<file path="src/rtl/serdes_pkg.sv">
// serdes_pkg: shared types and constants for the serializer/deserializer pair
// Contents: ser_state_t FSM encoding, BIT_ORDER_* values for the MSB_FIRST parameter
package serdes_pkg;
    typedef enum logic {IDLE, SHIFT} ser_state_t;
    localparam bit BIT_ORDER_LSB = 1'b0;
    localparam bit BIT_ORDER_MSB = 1'b1;
endpackage

</file>
<file path="src/rtl/piso_serializer.sv">
// piso_serializer: parallel-in serial-out transmitter with valid/ready word input
// Ports: i_clk/i_rst clock and sync active-high reset; i_valid/i_word/o_ready word handshake;
//        o_dout/o_dout_valid/o_last serial bit stream with end-of-word marker; o_busy word in flight
module piso_serializer
    import serdes_pkg::*;
#(
    parameter int LENGTH    = 8,
    parameter bit MSB_FIRST = BIT_ORDER_LSB
) (
    input  logic              i_clk,
    input  logic              i_rst,
    input  logic              i_valid,
    input  logic [LENGTH-1:0] i_word,
    output logic              o_ready,
    output logic              o_dout,
    output logic              o_dout_valid,
    output logic              o_last,
    output logic              o_busy
);
    localparam int CW = $clog2(LENGTH);

    ser_state_t        state, state_nxt;
    logic [CW-1:0]     cnt;
    logic [LENGTH-1:0] shreg;
    logic              accept;

    // Outputs are gated by i_rst so an aborted frame goes quiet in the reset cycle itself.
    always_comb begin
        o_busy       = (state == SHIFT) && !i_rst;
        o_dout_valid = o_busy;
        o_last       = o_busy && (cnt == CW'(LENGTH - 1));
        o_ready      = ((state == IDLE) || o_last) && !i_rst;
        o_dout       = o_busy ? (MSB_FIRST ? shreg[LENGTH-1] : shreg[0]) : 1'b0;
        accept       = i_valid && o_ready;
        state_nxt    = accept ? SHIFT : (o_last ? IDLE : state);
    end

    always_ff @(posedge i_clk) begin
        if (i_rst) begin
            state <= IDLE;
            cnt   <= '0;
            shreg <= '0;
        end else begin
            state <= state_nxt;
            if (accept) begin
                shreg <= i_word;
                cnt   <= '0;
            end else if (o_busy) begin
                shreg <= MSB_FIRST ? (shreg << 1) : (shreg >> 1);
                cnt   <= o_last ? '0 : cnt + 1'b1;
            end
        end
    end
endmodule

</file>
<file path="config.mk">
export PLATFORM = sky130hd
export DESIGN_NAME = piso_serializer
export DESIGN_NICKNAME = d
export VERILOG_FILES = /design/src/rtl/serdes_pkg.sv /design/src/rtl/piso_serializer.sv
export SDC_FILE = /design/constraint.sdc
export NUM_CORES = 1
export LEC_CHECK = 0
export ABC_AREA = 1
export BUFFER_PORTS_ARGS = -buffer_cell sky130_fd_sc_hd__buf_2
export CELL_PAD_IN_SITES_DETAIL_PLACEMENT = 2
export CELL_PAD_IN_SITES_GLOBAL_PLACEMENT = 2
export CORE_UTILIZATION = 26
export CTS_CLUSTER_SIZE = 30
export DETAILED_ROUTE_END_ITERATION = 6
export PLACE_DENSITY = 0.78
export SYNTH_ARGS = -nofsm -noshare
export SYNTH_HDL_FRONTEND = slang
export SYNTH_SLANG_ARGS = --single-unit
</file>
<file path="constraint.sdc">
create_clock -name i_clk -period 2.1 [get_ports i_clk]
set_clock_uncertainty 0.2 [all_clocks]
set_input_delay 0.105 -clock i_clk [delete_from_list [all_inputs] [get_ports i_clk]]
set_output_delay 0.105 -clock i_clk [all_outputs]
set_load 0.005 [all_outputs]
</file>
* Yosys cells after proc, flatten, opt, wreduce, memory -nomap -nowiden
Cells that the tools add are included.
** Storage, ports and cells
- Output and inout port bits :: 5
- Input port bits :: 11
- Flip-flop bits (word level) :: 12
- Word-level logic and storage cells :: 21
** Cells by class
- Reductions and logical operators :: 9
- Bitwise operators :: 1
- Mux-type cells :: 6
- Equality and inequality tests :: 1
- $add $sub $neg :: 1
** Operators with widths (number)
- 2-to-1 mux 8 bit :: 2
- logical AND 1 bit :: 4
- nonzero test 2 bit :: 2
- adder 3 x 1 -> 3 bit, second input constant :: 1
- equality test 3 bit, second input constant :: 1
- 2-to-1 mux 1 bit :: 3
- 2-to-1 mux 3 bit :: 1
- OR reduction 2 bit :: 1
- zero test 1 bit :: 1
- logical OR 1 bit :: 1
- NOT 1 bit :: 1

* Depth between registers and ports, before layout
- Depth in word-level cells :: 7
- Gate-level depth with buffers :: 9
- Depth with buffers taken out :: 9

* Least setup slack after synthesis
OpenSTA, ideal clock, no wires.
- Kind :: register to register
- Start :: register cnt[0]
- End :: register shreg[0]
- Buffers on the path :: 0
- Clock period less this slack :: 1.573 ns
- Cell stages (with the launch flop) :: 10
- Data required time :: 1.791 ns
- Path slack :: 0.527 ns
- Setup time :: 0.109 ns
- Arrival time :: 1.264 ns
- Cell sequence :: dfxtp_1 > ha_1 > ha_1 > inv_2 > a21oi_4 > nand2_4 > nand2_1 > nand3_1 > nand2_1 > inv_1
** On the way
- Cells in the longest elaborated chain, start to end :: 6
- Elaborated cells on any way between the ends :: 7
- Those cells by class :: eq/ne (1); mux (1); reduce/logical (5)
** Ends and longest elaborated chain
- start, declared :: line piso_serializer.sv:23 : logic [CW-1:0] cnt;
- start signal, assigned :: line piso_serializer.sv:50 : cnt <= o_last ? '0 : cnt + 1'b1;
- equality test 3 bit * :: line piso_serializer.sv:31 : o_last = o_busy && (cnt == CW'(LENGTH - 1));
- logical AND 1 bit * :: line piso_serializer.sv:31
- logical OR 1 bit * :: line piso_serializer.sv:32 : o_ready = ((state == IDLE) || o_last) && !i_rst;
- logical AND 1 bit * :: line piso_serializer.sv:32
- named net o_ready :: line piso_serializer.sv:14 : output logic o_ready,
- logical AND 1 bit * :: line piso_serializer.sv:34 : accept = i_valid && o_ready;
- 2-to-1 mux 8 bit / nonzero test 2 bit (equally long branches)
- end signal, assigned :: line piso_serializer.sv:46 : shreg <= i_word;
- end signal, assigned :: line piso_serializer.sv:49 : shreg <= MSB_FIRST ? (shreg << 1) : (shreg >> 1);
- end, declared :: line piso_serializer.sv:24 : logic [LENGTH-1:0] shreg;
The timed path passes the listed nets; every way through them passes the cells marked *.
A chain may end at the register's enable or synchronous reset.

* Worst setup path after layout
- Start :: register cnt[0]
- End :: output port o_ready
** On the way
- Cells in the longest elaborated chain, start to end :: 4
** Ends and longest elaborated chain (line)
- equality test 3 bit :: piso_serializer.sv:31
- logical AND 1 bit :: piso_serializer.sv:31
- logical OR 1 bit :: piso_serializer.sv:32
- logical AND 1 bit :: piso_serializer.sv:32
- end, declared :: piso_serializer.sv:14
No other way between the ends.

==> reports/metrics.json <==
{
  "drt": {
    "drt_first_pass_iters": 2,
    "detailroute.via_count": 666,
    "dr.first_iter.drc_count": 3,
    "drt-vias-per-instance": 4.72,
    "wirelength_mm": 1.72,
    "dr_drc_count": 0,
    "routed_wire_length_per_instance_um": 12.2,
    "detail-route-antenna-nets": 0
  },
  "global_routing": {
    "first_pass_grt_wire_length_mm": 2.91,
    "grt_use_met1_pct": 16.0,
    "groute.layer.met3.usage_pct": 3.57,
    "gr_util_met2_pct": 28.1,
    "grt.total_usage_pct": 15.0,
    "grt_max_degree": 12,
    "first_global_vias": 689,
    "global_route.overflow_total": 0,
    "gr-max-usage-layer": "met2",
    "number_of_antenna_violations_at_the_first_check_in_global_routing": 0
  },
  "synth": {
    "yosys_warnings": 0,
    "synth.area.top_cells": "sky130_fd_sc_hd__dfxtp_1 38%, sky130_fd_sc_hd__nand2_1 20%, sky130_fd_sc_hd__nand3_1 7.9%",
    "gate_count_of_the_mapped_netlist": 94,
    "post_synth_top_cells": "34 x sky130_fd_sc_hd__nand2_1, 12 x sky130_fd_sc_hd__dfxtp_1, 11 x sky130_fd_sc_hd__inv_1",
    "synth_enable_flop_cells": 0,
    "netlist.area_leader.share_pct": 37.8,
    "post-synth-top-count-cell": "sky130_fd_sc_hd__nand2_1",
    "post-synth-top-area-cell": "sky130_fd_sc_hd__dfxtp_1",
    "synthesis.nets": 107,
    "syn-mean-instance-area_um2": 6.76,
    "post_synth_instance_area_um2": 636,
    "synth_top_flop_cell": "sky130_fd_sc_hd__dfxtp_1",
    "synth_sequential_area_ratio_pct": 37.8,
    "post_synth_num_cell_types": 16,
    "synth_seq_cells": 12,
    "synth-async-reset-ratio_pct": 0
  },
  "sta": {
    "slack_of_the_critical_path_ns": 0.267,
    "worst_slew_pin_tran_ns": 0.621,
    "post-route-min-period_ns": 1.83,
    "maxSlewHeadroom_pct": 58.3,
    "final.setup.tns_ns": 0,
    "finalCritPeriodShare_pct": 87.3,
    "final-setup-viol-count": 0,
    "final-max-slew-violation-count": 0,
    "rsz0062_at_grt": "false",
    "achievable_freq_mhz": 545,
    "number_of_failing_hold_endpoints_at_the_final_stage": 2,
    "finalHoldWorstSlack_ns": -0.00553
  },
  "clocking": {
    "clk_root_buffer_cell": "sky130_fd_sc_hd__clkbuf_4",
    "clk_latency_worst_skew_pair_ns": 0.26,
    "resize_count_post_cts": 0,
    "cts_htree_levels": 1,
    "cts_tree": "yes",
    "clk_transition_reported_paths_ns": 0.07,
    "number_of_buffers_between_clock_root_and_the_deepest_sink": 2,
    "cts_post_setup_buffers_inserted": 0,
    "clock_sinks": 12,
    "tritoncts.num_buffers": 3,
    "cts.hold.buffers_added": 4
  },
  "power": {
    "swShare_pct": 28.2,
    "pwrdens_nw_per_um2": 607,
    "cellLeakagePower_nw": 0.402,
    "clkPwrFrac_pct": 29.4,
    "worst_ir_drop_vdd_uv": 218,
    "power_frac_comb_pct": 17.6,
    "p_sw_mw": 0.134,
    "p_seq_share_pct": 53.1,
    "cellInternalPower_mw": 0.342
  },
  "final_layout": {
    "synthToLayoutAreaGrowth_pct": 23.4,
    "num_antenna_cells": 0,
    "postLayoutCoreUtil_pct": 34.8,
    "final_cell_area_um2": 785,
    "number_of_fill_cells": 284,
    "nNetsFinal": 128,
    "post_route_cells_drive_above_1_share_pct": 21.2
  },
  "die": {
    "starting_density_pct": 28.2,
    "io_pins": 16,
    "core_region_area_um2": 2250,
    "die_y_um": 51.4,
    "die-width_um": 51.4,
    "row_count": 17,
    "die_area_um2": 2650
  },
  "placement": {
    "buffer_ports.inserted": 15,
    "placedInstanceArea_um2": 722,
    "worst_slack_after_detailed_placement_ns": 0.334,
    "post-dp-hpwl_mm": 1.35,
    "gp_routability_congestion": 0.693
  },
  "worst_setup_path": {
    "critical_path_peak_fanout": 10,
    "critical_path_class": "flop to primary output",
    "timing.reg2reg.setup_slack_ns": 0.36,
    "critical_path.startpoint_type": "flop",
    "reg2reg_from": "cnt[0]$_SDFFE_PP0P_",
    "timing.critical_path.arrival_ns": 1.53,
    "r2r-end": "shreg[0]$_SDFFE_PP0P_",
    "timing.critical_path.required_ns": 1.79,
    "worstRegToRegCells": 9,
    "cp-end-kind": "primary output"
  },
  "min_path": {
    "worstHoldStart": "i_word[5]",
    "worst_hold_path_type": "input pin to flop",
    "worstHoldPathCells": 5,
    "hold-path-endpoint": "shreg[5]$_SDFFE_PP0P_"
  },
  "outcome": {
    "run_status": "complete, but fails checks",
    "violations": "hold timing"
  },
  "job": {
    "timing.max_cap.violations": 0
  }
}
-- cell families after synthesis --
| kind of cell | synth area share, % |
|---|---|
| buffers and inverters | 12.0 |
| DFF | 37.8 |
| adders and majority gates | 3.94 |
| and+or+nand+nor | 34.4 |
| AOI/OAI and AO/OA | 11.8 |
-- critical path, cell delays in order, from the launching register on --
cell and delay [ns]:
sky130_fd_sc_hd__dfxtp_1 0.36, sky130_fd_sc_hd__ha_1 0.16, sky130_fd_sc_hd__ha_1 0.22, sky130_fd_sc_hd__inv_2 0.06
sky130_fd_sc_hd__a21oi_4 0.27, sky130_fd_sc_hd__buf_2 0.18
-- registers in the layout (all words and copies together) (netlist names) --
signal / flops
cnt: 3
shreg: 8
state: 1
-- cell usage in the layout, fill, tap and decap left out --
cell and n:
sky130_fd_sc_hd__buf_2 15, sky130_fd_sc_hd__nor2_1 5, sky130_fd_sc_hd__a21oi_1 8, sky130_fd_sc_hd__dfxtp_1 12
sky130_fd_sc_hd__o221ai_1 1, sky130_fd_sc_hd__o21ai_1 1, sky130_fd_sc_hd__inv_2 3, sky130_fd_sc_hd__nand2_1 34
sky130_fd_sc_hd__ha_1 2, sky130_fd_sc_hd__nand2_4 2, sky130_fd_sc_hd__o21ai_0 1, sky130_fd_sc_hd__nand3_1 10
sky130_fd_sc_hd__inv_1 11, sky130_fd_sc_hd__dlygate4sd3_1 4, sky130_fd_sc_hd__a21oi_4 1, sky130_fd_sc_hd__clkbuf_4 3
-- per-stage QoR --
stage	cells	power, mW
4_1_cts	141	0.485
2_1_floorplan	94	0.310
3_5_place_dp	134	0.338
3_3_place_gp	134	0.333
6_report	141	0.476
5_1_grt	141	0.504
-- metal layers --
metal / up-vias / share of wire (%)
met5: - / 0
met4: 0 / 0.58
met3: 2 / 2.6
met2: 12 / 54
met1: 319 / 43
li1: 333 / -
-- power groups by stage --
| stage | sequential [mW] | combinational, mW | clock (mW) |
|---|---|---|---|
| 2_1_floorplan | 0.255 | 0.0552 | 0 |
| 3_3_place_gp | 0.257 | 0.0765 | 0 |
| 3_5_place_dp | 0.258 | 0.0805 | 0 |
| 4_1_cts | 0.253 | 0.0863 | 0.146 |
| 5_1_grt | 0.254 | 0.0952 | 0.155 |
| 6_report | 0.253 | 0.0835 | 0.140 |
-- final cells by class --
class / count / area (um^2) / area share [%]
well taps: 28 / 35.0 / 4.47
inverters: 14 / 52.6 / 6.70
multi-input cells: 65 / 319 / 40.7
repair buffers: 19 / 115 / 14.7
clock buffers: 3 / 22.5 / 2.87
flip-flops and latches: 12 / 240 / 30.6
-- how the worst max path moves through the flow --
stage	from	end	slack (ns)	depth (start not counted)
floorplan	cnt[0]$_SDFFE_PP0P_	shreg[0]$_SDFFE_PP0P_	0.53	9
global placement	cnt[0]$_SDFFE_PP0P_	shreg[6]$_SDFFE_PP0P_	0.42	9
detailed placement	cnt[0]$_SDFFE_PP0P_	shreg[6]$_SDFFE_PP0P_	0.33	9
CTS	cnt[0]$_SDFFE_PP0P_	o_ready	0.24	5
global route	cnt[0]$_SDFFE_PP0P_	o_ready	0.14	5
finish	cnt[0]$_SDFFE_PP0P_	o_ready	0.27	5
(Power assumes the default switching activity.)
